`src/rtl/decode_issue.sv`:
```
// rtl/decode_issue.sv - single-stage instruction decode and issue with register scoreboard
module decode_issue #(
    parameter int AWIDTH = 4
) (
    input  logic              clk,
    input  logic              clear_n,
    input  logic              in_valid,
    output logic              in_ready,
    input  logic [15:0]       instr,
    output logic [AWIDTH-1:0] addr_rs,
    output logic [AWIDTH-1:0] addr_rt,
    output logic              req_rs,
    output logic              req_rt,
    input  logic              wb_valid,
    input  logic [AWIDTH-1:0] wb_addr,
    output logic              out_valid,
    input  logic              out_ready,
    output logic [3:0]        out_op,
    output logic [AWIDTH-1:0] out_rd,
    output logic [15:0]       out_imm,
    output logic              out_wr_en,
    input  logic              flush,
    output logic              illegal,
    output logic [15:0]       stall_cnt
);

    localparam int NREG = 1 << AWIDTH;

    logic [3:0] op, f2, f1, f0;
    assign op = instr[15:12];
    assign f2 = instr[11:8];
    assign f1 = instr[7:4];
    assign f0 = instr[3:0];

    logic [3:0]        dec_op;
    logic [AWIDTH-1:0] dec_rd, dec_rs, dec_rt;
    logic              use_rs, use_rt, dec_wr, dec_ill;
    logic [15:0]       dec_imm;

    always_comb begin
        dec_op  = op;
        dec_rd  = '0;
        dec_rs  = AWIDTH'(f1);
        dec_rt  = AWIDTH'(f0);
        use_rs  = 1'b0;
        use_rt  = 1'b0;
        dec_wr  = 1'b0;
        dec_imm = '0;
        dec_ill = 1'b0;
        case (op)
            4'h1, 4'h2, 4'h3, 4'h4: begin
                dec_rd = AWIDTH'(f2);
                use_rs = 1'b1;
                use_rt = 1'b1;
                dec_wr = 1'b1;
            end
            4'h5, 4'h6: begin
                dec_rd  = AWIDTH'(f2);
                use_rs  = 1'b1;
                dec_wr  = 1'b1;
                dec_imm = {{12{f0[3]}}, f0};
            end
            4'h7: begin
                // store: f1 is the base, f2 the data register
                dec_rt  = AWIDTH'(f2);
                use_rs  = 1'b1;
                use_rt  = 1'b1;
                dec_imm = {{12{f0[3]}}, f0};
            end
            4'h8: begin
                dec_rs  = AWIDTH'(f2);
                dec_rt  = AWIDTH'(f1);
                use_rs  = 1'b1;
                use_rt  = 1'b1;
                dec_imm = {{12{f0[3]}}, f0};
            end
            4'h0: ;
            default: begin
                dec_op  = 4'h0;
                dec_ill = 1'b1;
            end
        endcase
    end

    logic [NREG-1:0] pend_q, pend_d, release_mask, pend_eff;
    logic            out_valid_q, out_valid_d, out_wr_en_q, out_wr_en_d, illegal_q, illegal_d;
    logic [3:0]        out_op_q, out_op_d;
    logic [AWIDTH-1:0] out_rd_q, out_rd_d;
    logic [15:0]       out_imm_q, out_imm_d, stall_q, stall_d;
    logic              hazard, issue;

    // writeback releases before the hazard check, so a same-cycle write never stalls
    assign release_mask = wb_valid ? (NREG'(1) << wb_addr) : '0;
    assign pend_eff     = pend_q & ~release_mask;
    assign hazard       = (use_rs && pend_eff[dec_rs]) || (use_rt && pend_eff[dec_rt]) ||
                          (dec_wr && pend_eff[dec_rd]);

    assign in_ready = clear_n && !flush && !hazard && (!out_valid_q || out_ready);
    assign issue    = in_valid && in_ready;
    assign addr_rs  = dec_rs;
    assign addr_rt  = dec_rt;
    assign req_rs   = issue && use_rs;
    assign req_rt   = issue && use_rt;

    always_comb begin
        pend_d      = pend_eff;
        out_valid_d = out_valid_q;
        out_op_d    = out_op_q;
        out_rd_d    = out_rd_q;
        out_imm_d   = out_imm_q;
        out_wr_en_d = out_wr_en_q;
        illegal_d   = issue && dec_ill;
        stall_d     = stall_q;
        if (flush && out_valid_q && out_wr_en_q) begin
            pend_d[out_rd_q] = 1'b0;
        end
        // applied last so a new destination stays pending over a same-cycle release
        if (issue && dec_wr) begin
            pend_d[dec_rd] = 1'b1;
        end
        if (flush) begin
            out_valid_d = 1'b0;
        end else if (issue) begin
            out_valid_d = 1'b1;
            out_op_d    = dec_op;
            out_rd_d    = dec_rd;
            out_imm_d   = dec_imm;
            out_wr_en_d = dec_wr;
        end else if (out_ready) begin
            out_valid_d = 1'b0;
        end
        if (in_valid && hazard && !flush && stall_q != 16'hFFFF) begin
            stall_d = stall_q + 16'd1;
        end
    end

    always_ff @(posedge clk or negedge clear_n) begin
        if (!clear_n) begin
            pend_q      <= '0;
            out_valid_q <= 1'b0;
            out_op_q    <= '0;
            out_rd_q    <= '0;
            out_imm_q   <= '0;
            out_wr_en_q <= 1'b0;
            illegal_q   <= 1'b0;
            stall_q     <= '0;
        end else begin
            pend_q      <= pend_d;
            out_valid_q <= out_valid_d;
            out_op_q    <= out_op_d;
            out_rd_q    <= out_rd_d;
            out_imm_q   <= out_imm_d;
            out_wr_en_q <= out_wr_en_d;
            illegal_q   <= illegal_d;
            stall_q     <= stall_d;
        end
    end

    assign out_valid = out_valid_q;
    assign out_op    = out_op_q;
    assign out_rd    = out_rd_q;
    assign out_imm   = out_imm_q;
    assign out_wr_en = out_wr_en_q;
    assign illegal   = illegal_q;
    assign stall_cnt = stall_q;

endmodule

```
`config.mk`:
```
export PLATFORM = sky130hd
export DESIGN_NAME = decode_issue
export DESIGN_NICKNAME = d
export VERILOG_FILES = /design/src/rtl/decode_issue.sv
export SDC_FILE = /design/constraint.sdc
export NUM_CORES = 1
export LEC_CHECK = 0
export CAP_MARGIN = 20
export CORE_MARGIN = 2
export CORE_UTILIZATION = 54
export CTS_BUF_LIST = sky130_fd_sc_hd__clkbuf_16
export DETAILED_ROUTE_END_ITERATION = 10
export GPL_TIMING_DRIVEN = 1
export MAX_ROUTING_LAYER = met4
export PLACE_DENSITY = 0.88
export SYNTH_ARGS = -nofsm -noshare
export SYNTH_HDL_FRONTEND = slang
export SYNTH_SLANG_ARGS = --single-unit
```
`constraint.sdc`:
```
create_clock -name clk -period 10.96 [get_ports clk]
set_clock_uncertainty 0.2 [all_clocks]
set_input_delay 2.192 -clock clk [delete_from_list [all_inputs] [get_ports clk]]
set_output_delay 2.192 -clock clk [all_outputs]
set_load 0.05 [all_outputs]
```
==> results of run 1 <==
## through the flow
stage	hold slack, ps	total power (W)	setup slack, ps
after floorplan	389	0.000397	3420
after global placement	276	0.000474	2140
after detailed placement	294	0.000477	2040
after CTS	302	0.000628	2040
after global routing	328	0.000656	1680
final	303	0.000628	2030
## cell usage after synthesis (2+ instances only)
master | number | area [µm²]
a21o_1 | 3 | 22.5
a21oi_1 | 19 | 95.1
a22o_1 | 3 | 26.3
a22oi_1 | 3 | 22.5
a31o_2 | 2 | 17.5
a31oi_1 | 5 | 31.3
a41o_1 | 9 | 90.1
and2_1 | 5 | 31.3
and3_1 | 8 | 50.1
and3b_1 | 2 | 17.5
and4b_1 | 2 | 20.0
buf_2 | 2 | 10.0
buf_4 | 13 | 97.6
buf_6 | 4 | 45.0
clkbuf_1 | 10 | 37.5
dfrtp_1 | 47 | 1180
inv_1 | 17 | 63.8
mux2_2 | 7 | 78.8
mux2i_1 | 10 | 100
mux4_2 | 2 | 45.0
nand2_1 | 18 | 67.6
nand2b_1 | 9 | 56.3
nand3_1 | 14 | 70.1
nand3b_1 | 4 | 30.0
nand4_1 | 9 | 56.3
nor2_1 | 20 | 75.1
nor2b_1 | 4 | 25.0
nor3_1 | 12 | 60.1
nor3b_1 | 2 | 15.0
nor4_1 | 3 | 18.8
o21a_1 | 2 | 15.0
o21ai_0 | 32 | 160
o22ai_1 | 5 | 31.3
or2_2 | 3 | 18.8
or3_1 | 4 | 25.0
or3b_2 | 2 | 17.5
xnor2_1 | 14 | 123
## flip-flops by register name, summed over array words and instances (netlist names)
| signal | cells |
|---|---|
| out_wr_en | 1 |
| illegal | 1 |
| out_op | 4 |
| stall_cnt | 16 |
| out_imm | 4 |
| pend_q | 16 |
| out_valid | 1 |
| out_rd | 4 |
## cell type report
type / count / area (µm²)
tap: 75 / 93.8
timing repair buffer: 81 / 813
multi-input combinational: 261 / 1800
inverter: 17 / 63.8
fill: 450 / 1760
sequential: 47 / 1180
clock inverter: 3 / 20.0
clock buffer: 5 / 125
## final timing paths
check                      depth (start not counted)                        end
max                                               10                     req_rs
min                                                1   stall_cnt[4]$_DFFE_PN0P_
max reg2reg                                        9       pend_q[15]$_DFF_PN0_
min reg2reg                                        1   stall_cnt[4]$_DFFE_PN0P_
max in group asynchronous                          2        pend_q[3]$_DFF_PN0_
min in group asynchronous                          1  stall_cnt[14]$_DFFE_PN0P_
## power breakdown
group          switching, W  total, W  internal, W
clock network     0.0000673  0.000151    0.0000842
logic              0.000172  0.000261    0.0000889
registers         0.0000199  0.000215     0.000195
total              0.000260  0.000628     0.000368
## per-layer routing
metal  vias to the layer above  GRT usage, %
met5                         -             -
met4                         0          17.6
met3                        38          4.51
met2                       146          46.5
li1                       1414             -
met1                      1450          36.9
## kinds of logic after synthesis
kind of cell / synth area share [%]
muxes: 8.02
buffers and inverters: 8.29
and+or+nand+nor: 22.1
xor gates and xnor gates: 4.05
AOI/OAI and AO/OA: 20.8
DFF: 36.3
adders and majority gates: 0.386
## worst max-delay path: stages
cell	delay (ps)
clkdlybuf4s50_1	730
nor4b_2	840
a22oi_1	380
nand2_2	240
nor2_1	50
or3_1	370
a211oi_4	280
and4b_1	460
o21a_1	180
clkdlybuf4s50_1	800
==> flow_summary.toml, run 1 <==
[global_route]
grt_max_degree = 49
grt_pass1_wl_mm = 14.3
grt_use_total_pct = 29.8
antenna_found_initial = 0
grt.overflow.total = 0
grt_pass1_vias = 2867

[detailed_routing]
ant_nets = 0
wl_met3_um = 558
drt-initial-drc-count = 221
met2_length_mm = 4.28
wirelength_mm = 9.20
firstDrtPassIters = 5
vias = 3048
top_layer_used = "met4"
drc = 0
wl_per_cell_um = 18.8
routed_via_density = 6.23
met1_length_mm = 3.87

[setup_path]
worstSetupPathType = "primary input to output port"
path_max_fanout = 15
end_kind = "output port"
r2r-start = "pend_q[14]$_DFF_PN0_"
critPathArrivalTime_ps = 6540
reg2reg_slack_ps = 7900
startpoint_type = "primary input"
startpoint = "instr[15]"
required_ps = 8570

[timing]
fmax_mhz = 112
layout_min_cycle_time_ps = 8930
slew_headroom_pct = 37.5
finalMaxSlewViolations = 0
final-hold-violation-count = 0
setup-tns-final_ps = 0
worst_slew_pin_slew_ps = 935
fin_crit_sh_pct = 81.5
grt_setup_unrepaired = "false"
setup_viol = 0

[power_and_ir_drop]
power.leakage_nw = 1.74
cellPowerDensity_mw_per_mm2 = 153
peakVddDrop_mv = 0.0890

[cells_and_area]
design_area_mm2 = 0.00409
nNetsFinal = 440
diodes = 0
final_common_cell = "clkdlybuf4s50_1"
fin_util_pct = 69.9
area_delta_synth_final_pct = 26.1
stdcell_count = 489
final_cell_mix = "78 x clkdlybuf4s50_1, 47 x dfrtp_1, 32 x o21ai_0"
layout-drive-gt1-share_pct = 8.70

[synth]
syn_nets = 382
synth_area_mm2 = 0.00324
ys_ff_latch = 47
avgSynthCellArea_um2 = 9.14
ys_seq_area_share_pct = 36.3
async_flop_share_pct = 100
synthFlopType = "dfrtp_1"
synth_cell_types = 62
synthCells = 355
yosys_warnings = 0
synth_edf_count = 0

[clock_network]
clock_latency_ps = 290
cts.sinks = 47
cts_tree = "yes"
clockBufferDepth = 2
clkTransAtPathRegs_ps = 60
root_buffer = "clkbuf_16"
cts.repair.resized = 0
postCtsSetupBuffers = 0
htreeDepth = 2
cts_made_buffers = 5
cts-hold-fix-buffers = 0

[hold_path]
holdCritStartpoint = "stall_cnt[4]$_DFFE_PN0P_"
min_path_type = "register to register"

[die]
initial_core_util_pct = 55.4
die_w_um = 81.5
num_rows = 28
die_y_um = 81.5
coreArea_mm2 = 0.00585
die_area_mm2 = 0.00664
io_pins = 80

[run]
cap_viol_max_count = 0

[placement]
io_buffers = 79
placed_cells = 480
globalplace.congestion = 1.00
dp_hpwl_mm = 6.78
place_area_mm2 = 0.00393

[outcome]
status = "finished clean"
No activity file was read; power rests on OpenSTA's default activity.
==> run 2, diff against run 1 <==
CORE_UTILIZATION = 50   (was 54)
PLACE_DENSITY = 0.83   (was 0.88)
clock period = 8.3 ns   (was 10.96 ns; I/O delays follow)
==> run 2 against run 1 <==
Setup slack worse by 1100 ps. Flip-flop and latch count stayed put. Final area is 0.46% higher. Clock power is 28% higher. Critical path depth stayed put. Sequential power is 33% higher. Non-clock buffer count is 2 higher. First-iteration DRC count is 71% higher. Register-to-register slack worse by 2600 ps. Via count is 1.5% higher. Routed wire length is 0.59% higher. Die area is 7.6% higher. Critical endpoint is now in_ready. Largest cell class unchanged. Largest power group unchanged. Highest routed layer unchanged.
==> flow_summary.toml, run 2 (synthesis gave the netlist of run 1 again) <==
[outcome]
status = "finished clean"

[hold_path]
min_to = "stall_cnt[12]$_DFFE_PN0P_"
worstHoldPathCells = 1
min_path_type = "register to register"
holdCritStartpoint = "stall_cnt[12]$_DFFE_PN0P_"

[setup_path]
path_buf_inv = 2
cp.depth = 10
startpoint = "instr[15]"
required_ps = 6440
slowest_delay_ps = 800
r2r-start = "pend_q[2]$_DFF_PN0_"
crit_slowest_cell = "clkdlybuf4s50_1"
reg2reg_slack_ps = 5330
critPathArrivalTime_ps = 5470
worstSetupPathType = "primary input to output port"
crit_path_cell_trace = "clkdlybuf4s50_1 > or4b_1 > mux2i_4 > nor2_1 > o32ai_1 > nor3_1 > a211oi_4 > nand3_1 > nor2b_1 > clkdlybuf4s50_1"
startpoint_type = "primary input"
cpMostUsedCell = "clkdlybuf4s50_1"
r2r-end = "pend_q[15]$_DFF_PN0_"
r2r_cells = 10
path_max_fanout = 15
cpLargestDelayFamily = "buffers and inverters"
end_kind = "output port"

[die]
num_rows = 29
io_pins = 80
coreArea_mm2 = 0.00631
die_y_um = 84.5
die_area_mm2 = 0.00715
die_w_um = 84.5
initial_core_util_pct = 51.4

[detailed_routing]
drc = 0
wl_per_cell_um = 18.8
firstDrtPassIters = 5
routed_via_density = 6.29
vias = 3093
drt-initial-drc-count = 377
wirelength_mm = 9.25
ant_nets = 0

[clock_network]
root_buffer = "clkbuf_16"
clockBufferDepth = 2
htreeDepth = 2
postCtsSetupBuffers = 0
cts_tree = "yes"
clkTransAtPathRegs_ps = 60
clock_latency_ps = 290
cts.sinks = 47
cts-hold-fix-buffers = 0
cts.repair.resized = 0
cts_made_buffers = 5

[global_route]
grt_pass1_vias = 2881
grt_pass1_wl_mm = 14.8
grt.overflow.total = 0
grt_use_total_pct = 26.6
antenna_found_initial = 0
grt_max_degree = 49

[placement]
place_area_mm2 = 0.00397
io_buffers = 79
dp_hpwl_mm = 6.74
globalplace.congestion = 0.971
placed_cells = 485

[timing]
setup-tns-final_ps = 0
layout_min_cycle_time_ps = 7330
setup_viol = 0
finalMaxSlewViolations = 0
grt_setup_unrepaired = "false"
worst_slew_pin_slew_ps = 792
slew_headroom_pct = 46.6
fin_crit_sh_pct = 88.3
holdWs_ps = 291
fmax_mhz = 137
final-hold-violation-count = 0

[cells_and_area]
nNetsFinal = 442
final_common_cell = "clkdlybuf4s50_1"
seqCellArea_mm2 = 0.00118
layout-drive-gt1-share_pct = 9.64
area_delta_synth_final_pct = 26.7
final_cell_mix = "76 x clkdlybuf4s50_1, 47 x dfrtp_1, 32 x o21ai_0"
stdcell_count = 492
design_area_mm2 = 0.00411
multiInputGateArea_mm2 = 0.00180
nFillCells = 549
diodes = 0

[power_and_ir_drop]
cellPowerDensity_mw_per_mm2 = 201
peakVddDrop_mv = 0.137
power.leakage_nw = 1.76

[run]
cap_viol_max_count = 0
-- run 2: changes by cell type in the layout (fill, tap and decap cells not counted), sizes merged --
cell	delta
clkinvlp	-1
clkdlybuf4s50	-2
buf	+4
-- run 2: cell type report --
class                           count  area share [%]
Timing Repair Buffer               83            20.3
Clock inverter                      2           0.335
Multi-Input combinational cell    261            43.8
Sequential cell                    47            28.6
Tap cell                           77            2.34
Inverter                           17            1.55
Clock buffer                        5            3.05
-- run 2: metrics by stage --
step           worst slack [ps]  utilization (%)  total power, W
6_report                    975             65.1        0.000825
5_1_grt                     737             65.1        0.000859
3_3_place_gp               1090             62.9        0.000628
3_5_place_dp               1020             62.9        0.000634
4_1_cts                    1010             65.1        0.000827
2_1_floorplan              1820                -        0.000525
-- run 2: worst max-delay path by stage --
stage,slack (ps),to
final,970,in_ready
after global routing,740,in_ready
after floorplan,1820,req_rt
after detailed placement,1020,in_ready
after CTS,1010,in_ready
after global placement,1090,in_ready
-- run 2: report_power, final --
group	leakage (nW)	total [W]	internal [W]	switching (W)
Sequential	0.636	0.000285	0.000258	0.0000276
Clock	0.0696	0.000193	0.000110	0.0000830
Combinational	1.05	0.000347	0.000118	0.000229
-- run 2: routing by layer --
layer  wire (µm)  GRT usage (%)  vias up
li1            -              -     1418
met1        3910           34.7     1483
met2        4460           42.1      174
met3         662           3.74       18
met4         212           10.2        0
met5           0              -        -
